## src/rtl/wb_burst_pkg.sv

```systemverilog
// Shared types for the Wishbone burst initiator: FSM state
// encoding and the cyc/stb/we bus triples.
package wb_burst_pkg;

  typedef enum logic [1:0] {
    IDLE  = 2'd0,
    ISSUE = 2'd1,
    DRAIN = 2'd2
  } state_t;

  // {cyc, stb, we}
  localparam logic [2:0] BUS_IDLE = 3'b000;
  localparam logic [2:0] BUS_RD   = 3'b110;
  localparam logic [2:0] BUS_WR   = 3'b111;

endpackage

```

## src/rtl/wb_beat_counter.sv

```systemverilog
// Issued/acknowledged beat counter pair with length compares.
// Ports: clk, rst, clr, inc_iss, inc_ack, len in; more, last,
// ack_pend, ack_done out.
module wb_beat_counter #(
  parameter int LBITS = 5
) (
  input  logic             clk,
  input  logic             rst,
  input  logic             clr,
  input  logic             inc_iss,
  input  logic             inc_ack,
  input  logic [LBITS-1:0] len,
  output logic             more,
  output logic             last,
  output logic             ack_pend,
  output logic             ack_done
);

  logic [LBITS-1:0] n_iss;
  logic [LBITS-1:0] n_ack;
  logic [LBITS-1:0] left;
  logic [LBITS-1:0] ack_nxt;

  always_ff @(posedge clk) begin
    if (rst || clr) begin
      n_iss <= '0;
      n_ack <= '0;
    end else begin
      if (inc_iss) n_iss <= n_iss + LBITS'(1);
      if (inc_ack) n_ack <= n_ack + LBITS'(1);
    end
  end

  assign left     = len - n_iss;
  assign more     = n_iss < len;
  assign last     = left == LBITS'(1);
  assign ack_pend = n_ack < len;
  // inc_ack only fires while pending, so no wrap here
  assign ack_nxt  = n_ack + LBITS'(inc_ack);
  assign ack_done = ack_nxt == len;

endmodule

```

## src/rtl/wb_burst_master.sv

```systemverilog
// Wishbone burst initiator: one read/write burst command at a
// time; write beats from a valid/ready stream, read beats out on
// a valid-only stream. Ports: cmd_* command handshake, wr_* write
// stream, rd_* read stream, cyc/stb/we/bst/adr/dat/ack bus side,
// busy/done/err status. Optional ack watchdog: WB_MASTER_TIMEOUT_EN.
module wb_burst_master
  import wb_burst_pkg::*;
#(
  parameter int WIDTH = 8,
  parameter int ABITS = 12,
  parameter int LBITS = 5,
  parameter int TBITS = 4
) (
  input  logic             clk_i,
  input  logic             rst_i,
  input  logic             cmd_req_i,
  input  logic             cmd_we_i,
  input  logic [ABITS-1:0] cmd_adr_i,
  input  logic [LBITS-1:0] cmd_len_i,
  output logic             cmd_ack_o,
  output logic             busy_o,
  output logic             done_o,
  input  logic             wr_valid_i,
  output logic             wr_ready_o,
  input  logic [WIDTH-1:0] wr_dat_i,
  output logic             rd_valid_o,
  output logic [WIDTH-1:0] rd_dat_o,
  output logic             cyc_o,
  output logic             stb_o,
  output logic             we_o,
  output logic             bst_o,
  input  logic             ack_i,
  output logic [ABITS-1:0] adr_o,
  output logic [WIDTH-1:0] dat_o,
  input  logic [WIDTH-1:0] dat_i,
  output logic             err_o
);

  state_t           state, state_d;
  logic             we_r, we_r_d;
  logic [LBITS-1:0] len_r, len_r_d;
  logic [ABITS-1:0] nxt_adr, nxt_adr_d;

  logic             cmd_ack_d, busy_d, done_d, err_d;
  logic             cyc_d, stb_d, we_d, bst_d;
  logic [ABITS-1:0] adr_d;
  logic [WIDTH-1:0] dat_d;
  logic             rd_valid_d;
  logic [WIDTH-1:0] rd_dat_d;

  logic clr, beat, ack_hit, abort;
  logic more, last, ack_pend, ack_done;

  wb_beat_counter #(.LBITS(LBITS)) u_cnt (
    .clk      (clk_i),
    .rst      (rst_i),
    .clr      (clr),
    .inc_iss  (beat),
    .inc_ack  (ack_hit),
    .len      (len_r),
    .more     (more),
    .last     (last),
    .ack_pend (ack_pend),
    .ack_done (ack_done)
  );

  // Acks beyond the burst length are not counted
  assign ack_hit = cyc_o & ack_i & ack_pend;

`ifdef WB_MASTER_TIMEOUT_EN
  logic [TBITS-1:0] wdog;

  always_ff @(posedge clk_i) begin
    if (rst_i || !cyc_o || ack_i) begin
      wdog <= '0;
    end else if (ack_pend) begin
      wdog <= wdog + TBITS'(1);
    end
  end

  assign abort = cyc_o & (wdog == '1);
`else
  assign abort = 1'b0;
`endif

  assign wr_ready_o = (state == ISSUE) & we_r & more & ~abort;

  always_comb begin
    state_d    = state;
    we_r_d     = we_r;
    len_r_d    = len_r;
    nxt_adr_d  = nxt_adr;
    cmd_ack_d  = 1'b0;
    done_d     = 1'b0;
    err_d      = 1'b0;
    busy_d     = busy_o;
    cyc_d      = cyc_o;
    stb_d      = 1'b0;
    we_d       = we_o;
    bst_d      = 1'b0;
    adr_d      = adr_o;
    dat_d      = dat_o;
    rd_valid_d = ack_hit & ~we_r;
    rd_dat_d   = rd_dat_o;
    clr        = 1'b0;
    beat       = 1'b0;

    if (ack_hit && !we_r) rd_dat_d = dat_i;

    unique case (state)
      IDLE: begin
        if (cmd_req_i) begin
          cmd_ack_d = 1'b1;
          if (cmd_len_i != '0) begin
            clr       = 1'b1;
            state_d   = ISSUE;
            we_r_d    = cmd_we_i;
            len_r_d   = cmd_len_i;
            nxt_adr_d = cmd_adr_i;
            adr_d     = cmd_adr_i;
            busy_d    = 1'b1;
            cyc_d     = 1'b1;
            we_d      = cmd_we_i;
          end else begin
            done_d = 1'b1;
          end
        end
      end
      ISSUE: begin
        beat = we_r ? (wr_valid_i & wr_ready_o) : more;
        if (beat) begin
          {cyc_d, stb_d, we_d} = we_r ? BUS_WR : BUS_RD;
          bst_d     = ~last;
          adr_d     = nxt_adr;
          nxt_adr_d = nxt_adr + ABITS'(1);
          if (we_r) dat_d = wr_dat_i;
          if (last) state_d = DRAIN;
        end
      end
      DRAIN: begin
        if (ack_done) begin
          state_d              = IDLE;
          {cyc_d, stb_d, we_d} = BUS_IDLE;
          busy_d               = 1'b0;
          done_d               = 1'b1;
        end
      end
      default: state_d = IDLE;
    endcase

    if (abort) begin
      state_d              = IDLE;
      {cyc_d, stb_d, we_d} = BUS_IDLE;
      bst_d                = 1'b0;
      busy_d               = 1'b0;
      done_d               = 1'b1;
      err_d                = 1'b1;
    end
  end

  always_ff @(posedge clk_i) begin
    if (rst_i) begin
      state      <= IDLE;
      we_r       <= 1'b0;
      len_r      <= '0;
      nxt_adr    <= '0;
      cmd_ack_o  <= 1'b0;
      busy_o     <= 1'b0;
      done_o     <= 1'b0;
      err_o      <= 1'b0;
      cyc_o      <= 1'b0;
      stb_o      <= 1'b0;
      we_o       <= 1'b0;
      bst_o      <= 1'b0;
      adr_o      <= '0;
      dat_o      <= '0;
      rd_valid_o <= 1'b0;
      rd_dat_o   <= '0;
    end else begin
      state      <= state_d;
      we_r       <= we_r_d;
      len_r      <= len_r_d;
      nxt_adr    <= nxt_adr_d;
      cmd_ack_o  <= cmd_ack_d;
      busy_o     <= busy_d;
      done_o     <= done_d;
      err_o      <= err_d;
      cyc_o      <= cyc_d;
      stb_o      <= stb_d;
      we_o       <= we_d;
      bst_o      <= bst_d;
      adr_o      <= adr_d;
      dat_o      <= dat_d;
      rd_valid_o <= rd_valid_d;
      rd_dat_o   <= rd_dat_d;
    end
  end

endmodule

```

## config.mk

```make
export PLATFORM = sky130hd
export DESIGN_NAME = wb_burst_master
export DESIGN_NICKNAME = d
export VERILOG_FILES = /design/src/rtl/wb_burst_pkg.sv /design/src/rtl/wb_beat_counter.sv /design/src/rtl/wb_burst_master.sv
export SDC_FILE = /design/constraint.sdc
export NUM_CORES = 1
export LEC_CHECK = 0
export ABC_AREA = 1
export BUFFER_PORTS_ARGS = -buffer_cell sky130_fd_sc_hd__clkbuf_2
export CORE_MARGIN = 2
export CORE_UTILIZATION = 54
export DETAILED_ROUTE_END_ITERATION = 10
export PLACE_DENSITY = 0.79
export SLEW_MARGIN = 20
export SYNTH_ARGS = -nofsm -noshare
export SYNTH_HDL_FRONTEND = slang
export SYNTH_SLANG_ARGS = --single-unit
```

## constraint.sdc

```tcl
create_clock -name clk_i -period 3.71 [get_ports clk_i]
set_input_delay 0.371 -clock clk_i [delete_from_list [all_inputs] [get_ports clk_i]]
set_output_delay 0.371 -clock clk_i [all_outputs]
set_load 0.1 [all_outputs]
```

==> flow_summary.toml <==
[global_routing]
first_global_vias = 3001
antenna_found_initial = 0
track_usage_pct = 23.4
grt-ovfl-total = 0
grt_first_pass_wirelength_um = 13700
grt_max_degree = 46

[final_layout]
final_common_cell = "nand2_1"
final_area_um2 = 4070
final_core_util_pct = 64.4
multi_input_area_um2 = 1850
fill_cells = 574
drive_gt1_share_pct = 19.8
seq_area_um2 = 1320
final_cell_mix = "nand2_1 (90), clkbuf_2 (75), nor2_1 (66), dfxtp_1 (66), inv_1 (52)"
final_nets = 620
diodes = 0
area_growth_pct = 16.4
fin_cells = 644

[die]
io_pins = 77
rows = 29
start_util_pct = 55.4
die_height_um = 84.5
coreArea_um2 = 6310
die_x_um = 84.5
die_area_um2 = 7130

[synthesis]
synth_nets = 548
synthArstFlopShare_pct = 0
ys_ff_latch = 66
synthCells = 490
synth_edf_count = 0
ys_types = 45
syn-cell-area_um2 = 3500
ys.flop_type = "dfxtp_1"
syn_area_per_cell_um2 = 7.13
ys_seq_area_share_pct = 37.8
synth.yosys.warnings = 0

[timing]
worst_pin_slew_ns = 0.558
hold_violations = 0
fin_setup_tns_ns = 0
slew_violations = 0
period_share_pct = 85.2
fmax_mhz = 316
fin_crit_ns = 3.16
maxSlewHeadroom_pct = 62.7
finalSetupViolCount = 0
skew_ns = 0.00735
rsz0062_at_grt = "no"

[placed_design]
dpl.cell_count = 628
placed_area_um2 = 3870
io_buffers = 75
gp_congestion = 0.972
dp_hpwl_um = 5970

[route]
post_drt_wl_per_cell_um = 12.8
first_pass_iters = 4
wl_um = 8250
routed_via_density = 5.31
drt_iter0_drc = 230
via_count = 3417
final_antenna_net_count = 0
drc = 0

[status]
status = "finished clean"

[flow_run]
maxCapViolCount = 0

[cts]
root_buffer = "clkbuf_8"
cts_sinks = 66
postCtsSetupBuffers = 0
cts_buffers = 9
cts_resized = 0
cts_hold_buf = 0
cts.path.max_buffers = 2
clkLatencyLatePin_ns = 0.34
htree_levels = 3
cts_tree = "yes"
clk_pin_slew_ns = 0.07

[hold_path]
hp-class = "in -> reg"

[worst_setup_path]
critPathLaunchType = "flip-flop"
critPathArrivalTime_ns = 3.40
cp_data_required_time_ns = 3.95
cpMostUsedCell = "nand2_1"
critPathMaxStageDelay_ns = 0.44
crit_type = "reg -> reg"
slowest_stage = "dfxtp_1"
cp-end-kind = "flip-flop"
crit_chain = "inv_1 -> ha_1 -> nand4_1 -> o21bai_1 -> nand4_1 -> inv_1 -> ha_1 -> ha_1 -> nand2_1 -> nand3_1 -> nand2_1 -> nor2_1 -> nand3_1 -> nand2_1 -> nand3_1 -> nor2_1 -> nand2_1 -> nand2_1 -> nor2_1"
path_max_fanout = 6

[power_and_ir_drop]
powerDensity_nw_per_um2 = 842
leakagePower_nw = 2.03
total_power_mw = 3.43
ir_drop_mv = 0.729
-- critical path, delay by kind of cell (launching register included) --
family / cells / cell delay, ns
DFF: 1 / 0.44
buffers and inverters: 2 / 0.36
and+or+nand+nor: 13 / 1.46
adders and majority gates: 3 / 0.70
AOI/OAI and AO/OA: 1 / 0.12
-- per-layer routing --
layer | part of all wire, % | track usage (%) | wire [µm] | up-vias
met5 | 0 | 0 | 0 | -
met4 | 0.92 | 6.49 | 76 | 0
met3 | 6.4 | 6.19 | 528 | 9
met2 | 48 | 38.2 | 3930 | 101
met1 | 45 | 30.8 | 3720 | 1547
li1 | - | - | - | 1760
-- per-stage QoR --
step | hold WS, ns | worst slack [ns]
2_1_floorplan | 0.440 | 0.779
3_3_place_gp | 0.448 | 0.813
3_5_place_dp | 0.468 | 0.626
4_1_cts | 0.227 | 0.618
5_1_grt | 0.242 | 0.267
6_report | 0.243 | 0.549
-- Yosys cell counts (2+ instances only) --
cell,instances,area [µm²]
nor3_1,10,50.1
o21ai_2,3,26.3
o21ai_1,9,45.0
nand2_1,90,338
buf_6,4,45.0
nand4_1,6,37.5
o211a_1,5,50.1
xor2_1,3,26.3
o21a_1,2,15.0
nand3_1,34,170
dfxtp_1,66,1320
ha_1,18,225
clkbuf_1,7,26.3
nand2_2,2,12.5
a21oi_1,37,185
nor2_1,66,248
inv_2,2,7.51
o21ai_0,45,225
a21oi_2,3,26.3
inv_1,52,195
o21bai_1,2,15.0
-- worst paths after layout --
| kind | depth (start not counted) | to | slack (ns) | startpoint |
|---|---|---|---|---|
| worst max-delay path | 19 | state[0]$_SDFFE_PP0P_ | 0.55 | len_r[1]$_SDFFE_PP0P_ |
| worst min register to register | 2 | busy_o$_SDFFE_PP0P_ | 0.48 | busy_o$_SDFFE_PP0P_ |
| worst min-delay path | 3 | dat_o[5]$_SDFFE_PP0P_ | 0.24 | wr_dat_i[5] |
| worst max register to register | 19 | state[0]$_SDFFE_PP0P_ | 0.55 | len_r[1]$_SDFFE_PP0P_ |
-- registers in the layout (all words and copies together), names as in the netlist, 2 cells and up --
signal       flops
adr_o           12
nxt_adr         12
dat_o            8
state            2
u_cnt.n_ack      5
len_r            5
u_cnt.n_iss      5
rd_dat_o         8
-- where the power goes --
group	internal, mW	switching [mW]	total, mW
combinational	0.383	1.40	1.79
clock	0.309	0.286	0.595
sequential	0.899	0.145	1.04
-- cells by family (layout without fill, tap and decap cells) --
family                   count (synthesis)  in the layout  share of synthesized area (%)
buffers and inverters                   72            149                           9.16
flip-flops                              66             66                           37.8
adder cells (fa/ha/maj)                 19             19                           7.02
XOR/XNOR                                 4              4                           1.00
AND/OR/NAND/NOR                        218            218                           27.2
AO/OA/AOI/OAI                          110            110                           17.7
other                                    1              1                          0.107
-- area by class of cell --
cell class,instances,share of cell area (%)
Multi-Input combinational cell,352,45.6
Sequential cell,66,32.5
Timing Repair Buffer,77,9.59
Inverter,56,5.23
Clock buffer,9,3.04
Tap cell,77,2.37
Clock inverter,7,1.72
No activity file was read; power rests on OpenSTA's default activity.
